**src/rtl/stream_upsizer_pkg.sv**
```systemverilog
// ============================================================================
//  Module      : stream_upsizer_pkg
//  Description : Shared width helpers for the stream up/down sizer family.
//  Revision    : 1.0 - initial release
// ============================================================================
`default_nettype none

package stream_upsizer_pkg;

    // Ceiling log2 for elaboration-time width derivation (value >= 1).
    function automatic int clog2(input int value);
        int r;
        r = 0;
        for (int i = 0; i < 31; i++) begin
            if ((1 << i) < value) begin
                r = i + 1;
            end
        end
        return r;
    endfunction

    // Counter width for a lane count: never narrower than one bit.
    function automatic int cnt_width(input int ratio);
        return (clog2(ratio) < 1) ? 1 : clog2(ratio);
    endfunction

endpackage

`default_nettype wire

```
**src/rtl/stream_upsizer_rise_detect.sv**
```systemverilog
// ============================================================================
//  Module      : rise_detect
//  Description : Per-bit rising-edge detector, one cycle of history.
//  Revision    : 1.0 - initial release
// ============================================================================
`default_nettype none

module rise_detect #(
    parameter int DATA_WIDTH = 1
) (
    input  logic                  clk,
    input  logic                  rst,
    input  logic [DATA_WIDTH-1:0] i_d,
    output logic [DATA_WIDTH-1:0] o_rise
);

    logic [DATA_WIDTH-1:0] r_q;

    // Remember the previous sample of the input.
    always_ff @(posedge clk or posedge rst) begin
        if (rst) begin
            r_q <= '0;
        end else begin
            r_q <= i_d;
        end
    end

    assign o_rise = i_d & ~r_q;

endmodule

`default_nettype wire

```
**src/rtl/stream_upsizer.sv**
```systemverilog
// ============================================================================
//  Module      : stream_upsizer
//  Description : Packs RATIO narrow beats into one wide registered word, with
//                early flush on last_in, per-lane keep, selectable lane order
//                and a kernel-start clear.
//  Revision    : 1.0 - initial release
// ============================================================================
`default_nettype none

module stream_upsizer
    import stream_upsizer_pkg::*;
#(
    parameter int IN_WIDTH  = 32,
    parameter int RATIO     = 2,
    parameter int LSB_FIRST = 1
) (
    input  logic                      clk,
    input  logic                      reset_n,
    input  logic [IN_WIDTH-1:0]       din,
    input  logic                      vld_in,
    input  logic                      last_in,
    output logic                      rdy_upward,
    output logic [IN_WIDTH*RATIO-1:0] dout,
    output logic [RATIO-1:0]          keep_out,
    output logic                      last_out,
    output logic                      vld_out,
    input  logic                      rdy_downward,
    input  logic                      ap_start
);

    localparam int OUT_WIDTH = IN_WIDTH * RATIO;
    localparam int CNT_W     = cnt_width(RATIO);
    localparam int OFF_W     = cnt_width(OUT_WIDTH);

    logic [CNT_W-1:0]     r_cnt;
    logic [OUT_WIDTH-1:0] r_gbuf;
    logic [RATIO-1:0]     r_gkeep;
    logic [OUT_WIDTH-1:0] r_dout;
    logic [RATIO-1:0]     r_keep_out;
    logic                 r_last_out;
    logic                 r_vld_out;

    logic                 w_rst;
    logic [0:0]           w_rise_vec;
    logic                 w_rise;
    logic                 w_accept;
    logic                 w_complete;
    logic [CNT_W-1:0]     w_lane;
    logic [OFF_W-1:0]     w_off;
    logic [OUT_WIDTH-1:0] w_merged;
    logic [RATIO-1:0]     w_keep_merged;

    assign w_rst = !reset_n;

    rise_detect #(
        .DATA_WIDTH(1)
    ) u_rise_detect (
        .clk    (clk),
        .rst    (w_rst),
        .i_d    (ap_start),
        .o_rise (w_rise_vec)
    );

    assign w_rise = w_rise_vec[0];

    // The kernel-start clear wins over everything, so no beat may be taken then.
    assign rdy_upward = reset_n && !w_rise && (!r_vld_out || rdy_downward);
    assign w_accept   = vld_in && rdy_upward;
    assign w_complete = w_accept && ((r_cnt == CNT_W'(RATIO - 1)) || last_in);

    // Keep bits follow fill order; only the data lane position is mirrored.
    assign w_lane        = (LSB_FIRST != 0) ? r_cnt : (CNT_W'(RATIO - 1) - r_cnt);
    assign w_off         = OFF_W'(w_lane) * OFF_W'(IN_WIDTH);
    assign w_keep_merged = r_gkeep | (RATIO'(1) << r_cnt);

    // Gather buffer with the current beat dropped into its lane.
    always_comb begin
        w_merged                      = r_gbuf;
        w_merged[w_off +: IN_WIDTH]   = din;
    end

    // Gather state: fill lanes, restart on completion or kernel start.
    always_ff @(posedge clk or negedge reset_n) begin
        if (!reset_n) begin
            r_cnt   <= '0;
            r_gbuf  <= '0;
            r_gkeep <= '0;
        end else if (w_rise || w_complete) begin
            r_cnt   <= '0;
            r_gbuf  <= '0;
            r_gkeep <= '0;
        end else if (w_accept) begin
            r_cnt   <= r_cnt + CNT_W'(1);
            r_gbuf  <= w_merged;
            r_gkeep <= w_keep_merged;
        end
    end

    // Output register: load on completion, drop valid once drained, else hold.
    always_ff @(posedge clk or negedge reset_n) begin
        if (!reset_n) begin
            r_dout     <= '0;
            r_keep_out <= '0;
            r_last_out <= 1'b0;
            r_vld_out  <= 1'b0;
        end else if (w_rise) begin
            r_dout     <= '0;
            r_keep_out <= '0;
            r_last_out <= 1'b0;
            r_vld_out  <= 1'b0;
        end else if (w_complete) begin
            r_dout     <= w_merged;
            r_keep_out <= w_keep_merged;
            r_last_out <= last_in;
            r_vld_out  <= 1'b1;
        end else if (r_vld_out && rdy_downward) begin
            r_vld_out  <= 1'b0;
        end
    end

    assign dout     = r_dout;
    assign keep_out = r_keep_out;
    assign last_out = r_last_out;
    assign vld_out  = r_vld_out;

endmodule

`default_nettype wire

```
**config.mk**
```make
export PLATFORM = sky130hd
export DESIGN_NAME = stream_upsizer
export DESIGN_NICKNAME = d
export VERILOG_FILES = /design/src/rtl/stream_upsizer_pkg.sv /design/src/rtl/stream_upsizer_rise_detect.sv /design/src/rtl/stream_upsizer.sv
export SDC_FILE = /design/constraint.sdc
export NUM_CORES = 1
export LEC_CHECK = 0
export ABC_AREA = 1
export ABC_CLOCK_PERIOD_IN_PS = 3900
export CAP_MARGIN = 20
export CORE_MARGIN = 2
export CORE_UTILIZATION = 58
export CTS_BUF_LIST = sky130_fd_sc_hd__clkbuf_16
export CTS_CLUSTER_SIZE = 40
export DETAILED_ROUTE_END_ITERATION = 16
export PLACE_DENSITY = 0.86
export SYNTH_ARGS = -nofsm -noshare
export SYNTH_HDL_FRONTEND = slang
export SYNTH_SLANG_ARGS = --single-unit
```
**constraint.sdc**
```tcl
create_clock -name clk -period 3.9 [get_ports clk]
set_input_delay 0.78 -clock clk [delete_from_list [all_inputs] [get_ports clk]]
set_output_delay 0.78 -clock clk [all_outputs]
set_load 0.05 [all_outputs]
```
==> results.yml, run 1 <==
run_status:
  status: "finished, final reports clean"
clock_network:
  clockRootBuffer: "clkbuf_16"
  cts.sinks: 136
  cts.reportedPaths.clkPinSlew_ps: 60
  post_cts_buffers: 0
  postCtsHoldBufs: 0
  ctsLongestPathBuffers: 2
  htreeDepth: 4
  cts_resized: 0
  numCtsBuffers: 17
  cts_tree: "yes"
  worstSkewPairLatency_ps: 410
critical_path:
  path_class: "primary input to output pin"
  cp.required_ps: 3120
  endpoint_kind: "output pin"
  rrSetupSlack_ps: 1700
  cp_top_family: "buffers and inverters"
  cp_num_buf_inv: 3
  cp_cell_sequence: "clkdlybuf4s50_1, nand2_4, inv_2, nor2_2, buf_12"
  critPathLaunch: "ap_start"
  worst_path_max_delay_cell: "clkdlybuf4s50_1"
  path_max_fanout: 33
  r2r-start: "u_rise_detect.r_q$_DFF_PN0_"
  critPathMaxStageDelay_ps: 470
  crit_arrival_ps: 2080
  start_kind: "primary input"
synthesis:
  syn_avg_cell_area_um2: 7.91
  synth_top_area_cell: "dfrtp_1"
  syn_nets: 845
  yosysWarnings: 0
  synthTopCellsByCount: "nand2_1 (353), dfrtp_1 (136), nand3_1 (133), nand4_1 (65), buf_2 (30)"
  synth_enable_flop_cells: 0
  netlist_top_cells_area: "dfrtp_1 (53%), nand2_1 (21%), nand3_1 (10%)"
  synth_compound_area_share_pct: 1.65
  yosysSeqAreaShare_pct: 53.3
  synth_xor_area_share_pct: 0
  muxShareOfSynthArea_pct: 0
  synth.most_common_cell: "nand2_1"
  synthArstFlopShare_pct: 100
  syn-cell-area_mm2: 0.00638
  synthSimpleGateAreaFrac_pct: 38.9
  ys_ff_latch: 136
  synth_flop_cell: "dfrtp_1"
  synth_fa_ha_area_share_pct: 0
  synth.top_cell.area_share_pct: 53.3
  synth_cell_types: 19
  synth_top_family_by_area: "simple AND/OR/NAND/NOR gates"
  postSynthCellCount: 807
timing:
  setup_tns_ps: 0
  clock.fmax_mhz: 349
  rsz0062_at_grt: "false"
  maxSlewViolCount: 0
  finalSetupViolations: 0
  fin_crit_ps: 2860
  slew_headroom_pct: 27.7
  final_hold_viol_count: 0
  worst_clock_skew_ps: 10.9
  finalCritPeriodShare_pct: 73.4
  hold_slack_ps: 211
  worst_slew_pin_slew_ps: 1080
routing:
  drc: 0
  routed_wl_mm: 17.5
  ant_nets: 0
  avgViaCountPerCell: 5.99
  dr_total_vias: 6138
  firstDrtPassIters: 6
  wl_per_cell_um: 17.1
  drtIter0Drc: 685
job:
  maxCapViolCount: 0
final_layout:
  drive_gt1_share_pct: 6.33
  antenna_cells: 0
  nets: 911
  areaGrowthSynthToFinish_pct: 25.8
floorplan:
  pin_count: 107
  die_x_um: 109
  fp.coreArea_mm2: 0.0108
  start_util_pct: 59.1
  rows: 38
  die_y_um: 109
  die_area_mm2: 0.0119
pwr:
  ir_worst_vdd_uv: 451
  clockPowerShare_pct: 40.9
  power.switching_mw: 1.25
  pwr-share-comb_pct: 20.1
  p_seq_share_pct: 39.0
  swShare_pct: 30.8
  intPower_mw: 2.80
  p_leak_nw: 4.22
  power.density_mw_per_mm2: 504
global_routing:
  grt_pass1_vias: 5850
  antenna_found_initial: 0
  grt.total_usage_pct: 30.5
  grt_pass1_wl_mm: 28.2
  grt_max_degree: 104
  gr-total-overflow: 0
worst_hold_path:
  hp-class: "primary input to async pin"
placement:
  routabilityCongestion: 0.791
  portBuffers: 106
  hpwl_mm: 9.72
[power groups by stage]
| stage | logic, mW | registers, mW | clock network (mW) |
|---|---|---|---|
| after floorplan | 0.311 | 1.80 | 0 |
| after detailed placement | 0.796 | 1.60 | 0 |
| after global routing | 0.871 | 1.59 | 1.72 |
| final | 0.812 | 1.58 | 1.66 |
| after global placement | 0.780 | 1.60 | 0 |
| after CTS | 0.804 | 1.58 | 1.66 |
[cell type report]
type	count	area, µm²
Timing Repair Buffer	117	1180
Sequential cell	136	3400
Fill cell	788	2770
Tap cell	140	175
Inverter	16	60.1
Clock buffer	17	425
Clock inverter	13	181
Multi-Input combinational cell	585	2600
[worst reg2reg max path: stages, from the launching register on]
cell and delay, ps:
dfrtp_1 330, inv_2 40, nand2_4 280, inv_2 120
nor2_2 210, nand3_2 370, buf_4 460, nand2_1 190
nor2_1 60
[metal layers]
layer	vias to the layer above	GRT usage (%)	routed length, µm
met5	-	0	0
met4	0	10.6	350
met3	38	6.04	1490
met2	332	49.7	8760
met1	2977	41.0	6920
li1	2791	-	-
[state kept, by name, indices dropped and copies added (netlist names)]
| signal | count |
|---|---|
| r_gkeep | 2 |
| dout | 64 |
| last_out | 1 |
| vld_out | 1 |
| r_cnt | 1 |
| u_rise_detect.r_q | 1 |
| keep_out | 2 |
| r_gbuf | 64 |
[layout by cell type, fill, tap and decap left out, drive strengths merged]
cell             n
buf             13
a21oi            1
inv             16
bufinv           4
clkinvlp         1
nand4           65
dfrtp          136
clkdlybuf4s50  104
nor2             8
clkinv           8
or2              2
nand2          354
nand3          135
o21ai           20
clkbuf          17
[metrics by stage]
stage | power [mW] | instances | utilization [%] | setup slack, ps | cell area, µm²
after floorplan | 2.11 | 807 | - | 1710 | 6380
after global placement | 2.37 | 993 | 68.6 | 952 | 7400
after detailed placement | 2.40 | 993 | 68.6 | 792 | 7400
after CTS | 4.04 | 1023 | 74.2 | 1030 | 8010
after global routing | 4.18 | 1024 | 74.4 | 954 | 8030
final | 4.05 | 1024 | 74.4 | 1040 | 8030
[cells by family (layout without fill, tap and decap cells)]
group           count (synthesis)  in the layout
buf+inv                        86            163
compound gates                 21             21
flops                         136            136
simple gates                  564            564
[final timing paths]
check	to	cells after the start
worst max-delay path	rdy_upward	5
worst min-delay path	dout[58]$_DFFE_PN0P_	1
worst max register to register	r_gkeep[0]$_DFFE_PN0P_	8
worst min register to register	r_gbuf[11]$_DFFE_PN0P_	2
max in group asynchronous	r_cnt$_DFFE_PN0P_	2
min in group clk	r_gbuf[11]$_DFFE_PN0P_	2
(Power assumes the default switching activity.)
==> inputs of run 2 (changes only) <==
Settings changed: ABC_CLOCK_PERIOD_IN_PS 3900 to 2920, CORE_UTILIZATION 58 to 53, PLACE_DENSITY 0.86 to 0.8.
Clock period 3.9 ns to 2.92 ns, I/O delays scaled along.
==> results.yml, run 2 (synthesis gave the netlist of run 1 again) <==
global_routing:
  antenna_found_initial: 0
  gr-total-overflow: 0
  grt_pass1_wl_mm: 27.6
  grt.total_usage_pct: 26.8
  grt_max_degree: 135
  grt_pass1_vias: 5676
timing:
  maxSlewViolCount: 0
  worst_clock_skew_ps: 8.52
  rsz0062_at_grt: "false"
  slew_headroom_pct: 45.7
  timing.final.ws_setup_ps: 615
  finalCritPeriodShare_pct: 78.9
  worst_slew_pin_slew_ps: 814
  finalSetupViolations: 0
  final_hold_viol_count: 0
  clock.fmax_mhz: 434
  hold_slack_ps: 68.1
  setup_tns_ps: 0
  fin_crit_ps: 2300
critical_path:
  r2r_cells: 7
  start_kind: "primary input"
  rrSetupSlack_ps: 910
  path_max_fanout: 34
  worst_path_max_delay_cell: "nor2_4"
  endpoint_kind: "register"
  cp.required_ps: 3270
  path_class: "primary input to register"
  r2r-end: "r_gbuf[0]$_DFFE_PN0P_"
  critPathMaxStageDelay_ps: 570
  r2r-start: "vld_out$_DFFE_PN0P_"
  endpoint: "r_gbuf[0]$_DFFE_PN0P_"
  crit_arrival_ps: 2660
  critPathLaunch: "ap_start"
  cp_cell_sequence: "clkdlybuf4s50_1, nand2_4, nand3_2, nor2_4, nor2_4, buf_4, nand2_1, nand2_1"
routing:
  avgViaCountPerCell: 5.80
  routed_wl_mm: 16.6
  wl_per_cell_um: 16.1
  firstDrtPassIters: 5
  drtIter0Drc: 718
  dr_total_vias: 5991
  ant_nets: 0
  drc: 0
clock_network:
  cts_tree: "yes"
  cts.reportedPaths.clkPinSlew_ps: 60
  ctsLongestPathBuffers: 2
  postCtsHoldBufs: 0
  post_cts_buffers: 0
  htreeDepth: 4
  cts.sinks: 136
  clockRootBuffer: "clkbuf_16"
  cts_resized: 0
  numCtsBuffers: 17
  worstSkewPairLatency_ps: 420
run_status:
  status: "finished, final reports clean"
job:
  maxCapViolCount: 0
final_layout:
  fin_cells: 1033
  antenna_cells: 0
  nets: 912
  layout_common_cells: "nand2_1 (353), dfrtp_1 (135), nand3_1 (133), clkdlybuf4s50_1 (104), nand4_1 (65)"
  fillCellCount: 951
  postLayoutCoreUtil_pct: 67.4
  postLayoutCellArea_mm2: 0.00799
  drive_gt1_share_pct: 6.21
  final_common_cell: "nand2_1"
  areaGrowthSynthToFinish_pct: 25.2
placement:
  pre_cts_ws_ps: 287
  place_inst: 1001
  dpl_cell_area_mm2: 0.00743
  portBuffers: 106
  routabilityCongestion: 0.873
  hpwl_mm: 9.76
floorplan:
  die_y_um: 114
  start_util_pct: 53.8
  pin_count: 107
  die_x_um: 114
  die_area_mm2: 0.0129
  rows: 40
  fp.coreArea_mm2: 0.0119
pwr:
  p_leak_nw: 4.22
  total_power_mw: 5.17
  ir_worst_vdd_uv: 373
  power.density_mw_per_mm2: 647
worst_hold_path:
  hp-class: "primary input to async pin"
==> run 2: cell types whose count changed in the layout (fill, tap and decap cells not counted) <==
cell       change
clkinv_1       +1
clkinv_2       +4
clkinv_4       -4
inv_1          +2
buf_12         +1
bufinv_16      -2
==> run 2: worst min path at each step <==
stage / startpoint / end / slack, ps / cells past startpoint
2_1_floorplan: reset_n / dout[0]$_DFFE_PN0P_ / 290 / 0
3_3_place_gp: r_gkeep[1]$_DFFE_PN0P_ / r_gkeep[1]$_DFFE_PN0P_ / 450 / 2
3_5_place_dp: r_gbuf[8]$_DFFE_PN0P_ / r_gbuf[8]$_DFFE_PN0P_ / 470 / 2
4_1_cts: reset_n / dout[38]$_DFFE_PN0P_ / 80 / 1
5_1_grt: reset_n / dout[38]$_DFFE_PN0P_ / 90 / 1
6_report: reset_n / dout[38]$_DFFE_PN0P_ / 70 / 1
==> run 2: area by class of cell <==
type                       count  area, µm²  share of cell area (%)
sequential                   136       3400                    42.6
multi-input combinational    585       2600                    32.5
timing repair buffer         118       1200                    15.0
clock buffer                  17        425                    5.32
tap                          147        184                    2.30
clock inverter                14        118                    1.47
inverter                      16       60.1                   0.751
==> run 2: routing by layer <==
metal / global-route usage, % / up-vias / wire, µm
li1: - / 2796 / -
met5: 0 / - / 0
met2: 42.2 / 271 / 8070
met4: 9.76 / 0 / 357
met3: 4.94 / 38 / 1220
met1: 37.6 / 2886 / 7000
==> run 2: worst max-delay path: cells and delay by family <==
family                 cells  cell delay (ps)
buffers and inverters      2             1000
AND/OR/NAND/NOR            6             1060
==> run 2: power breakdown <==
group          switching, mW  internal [mW]  total, mW
Sequential            0.0783           2.01       2.09
Clock                  0.766           1.22       1.99
Combinational          0.773          0.316       1.09
Total                   1.62           3.55       5.17
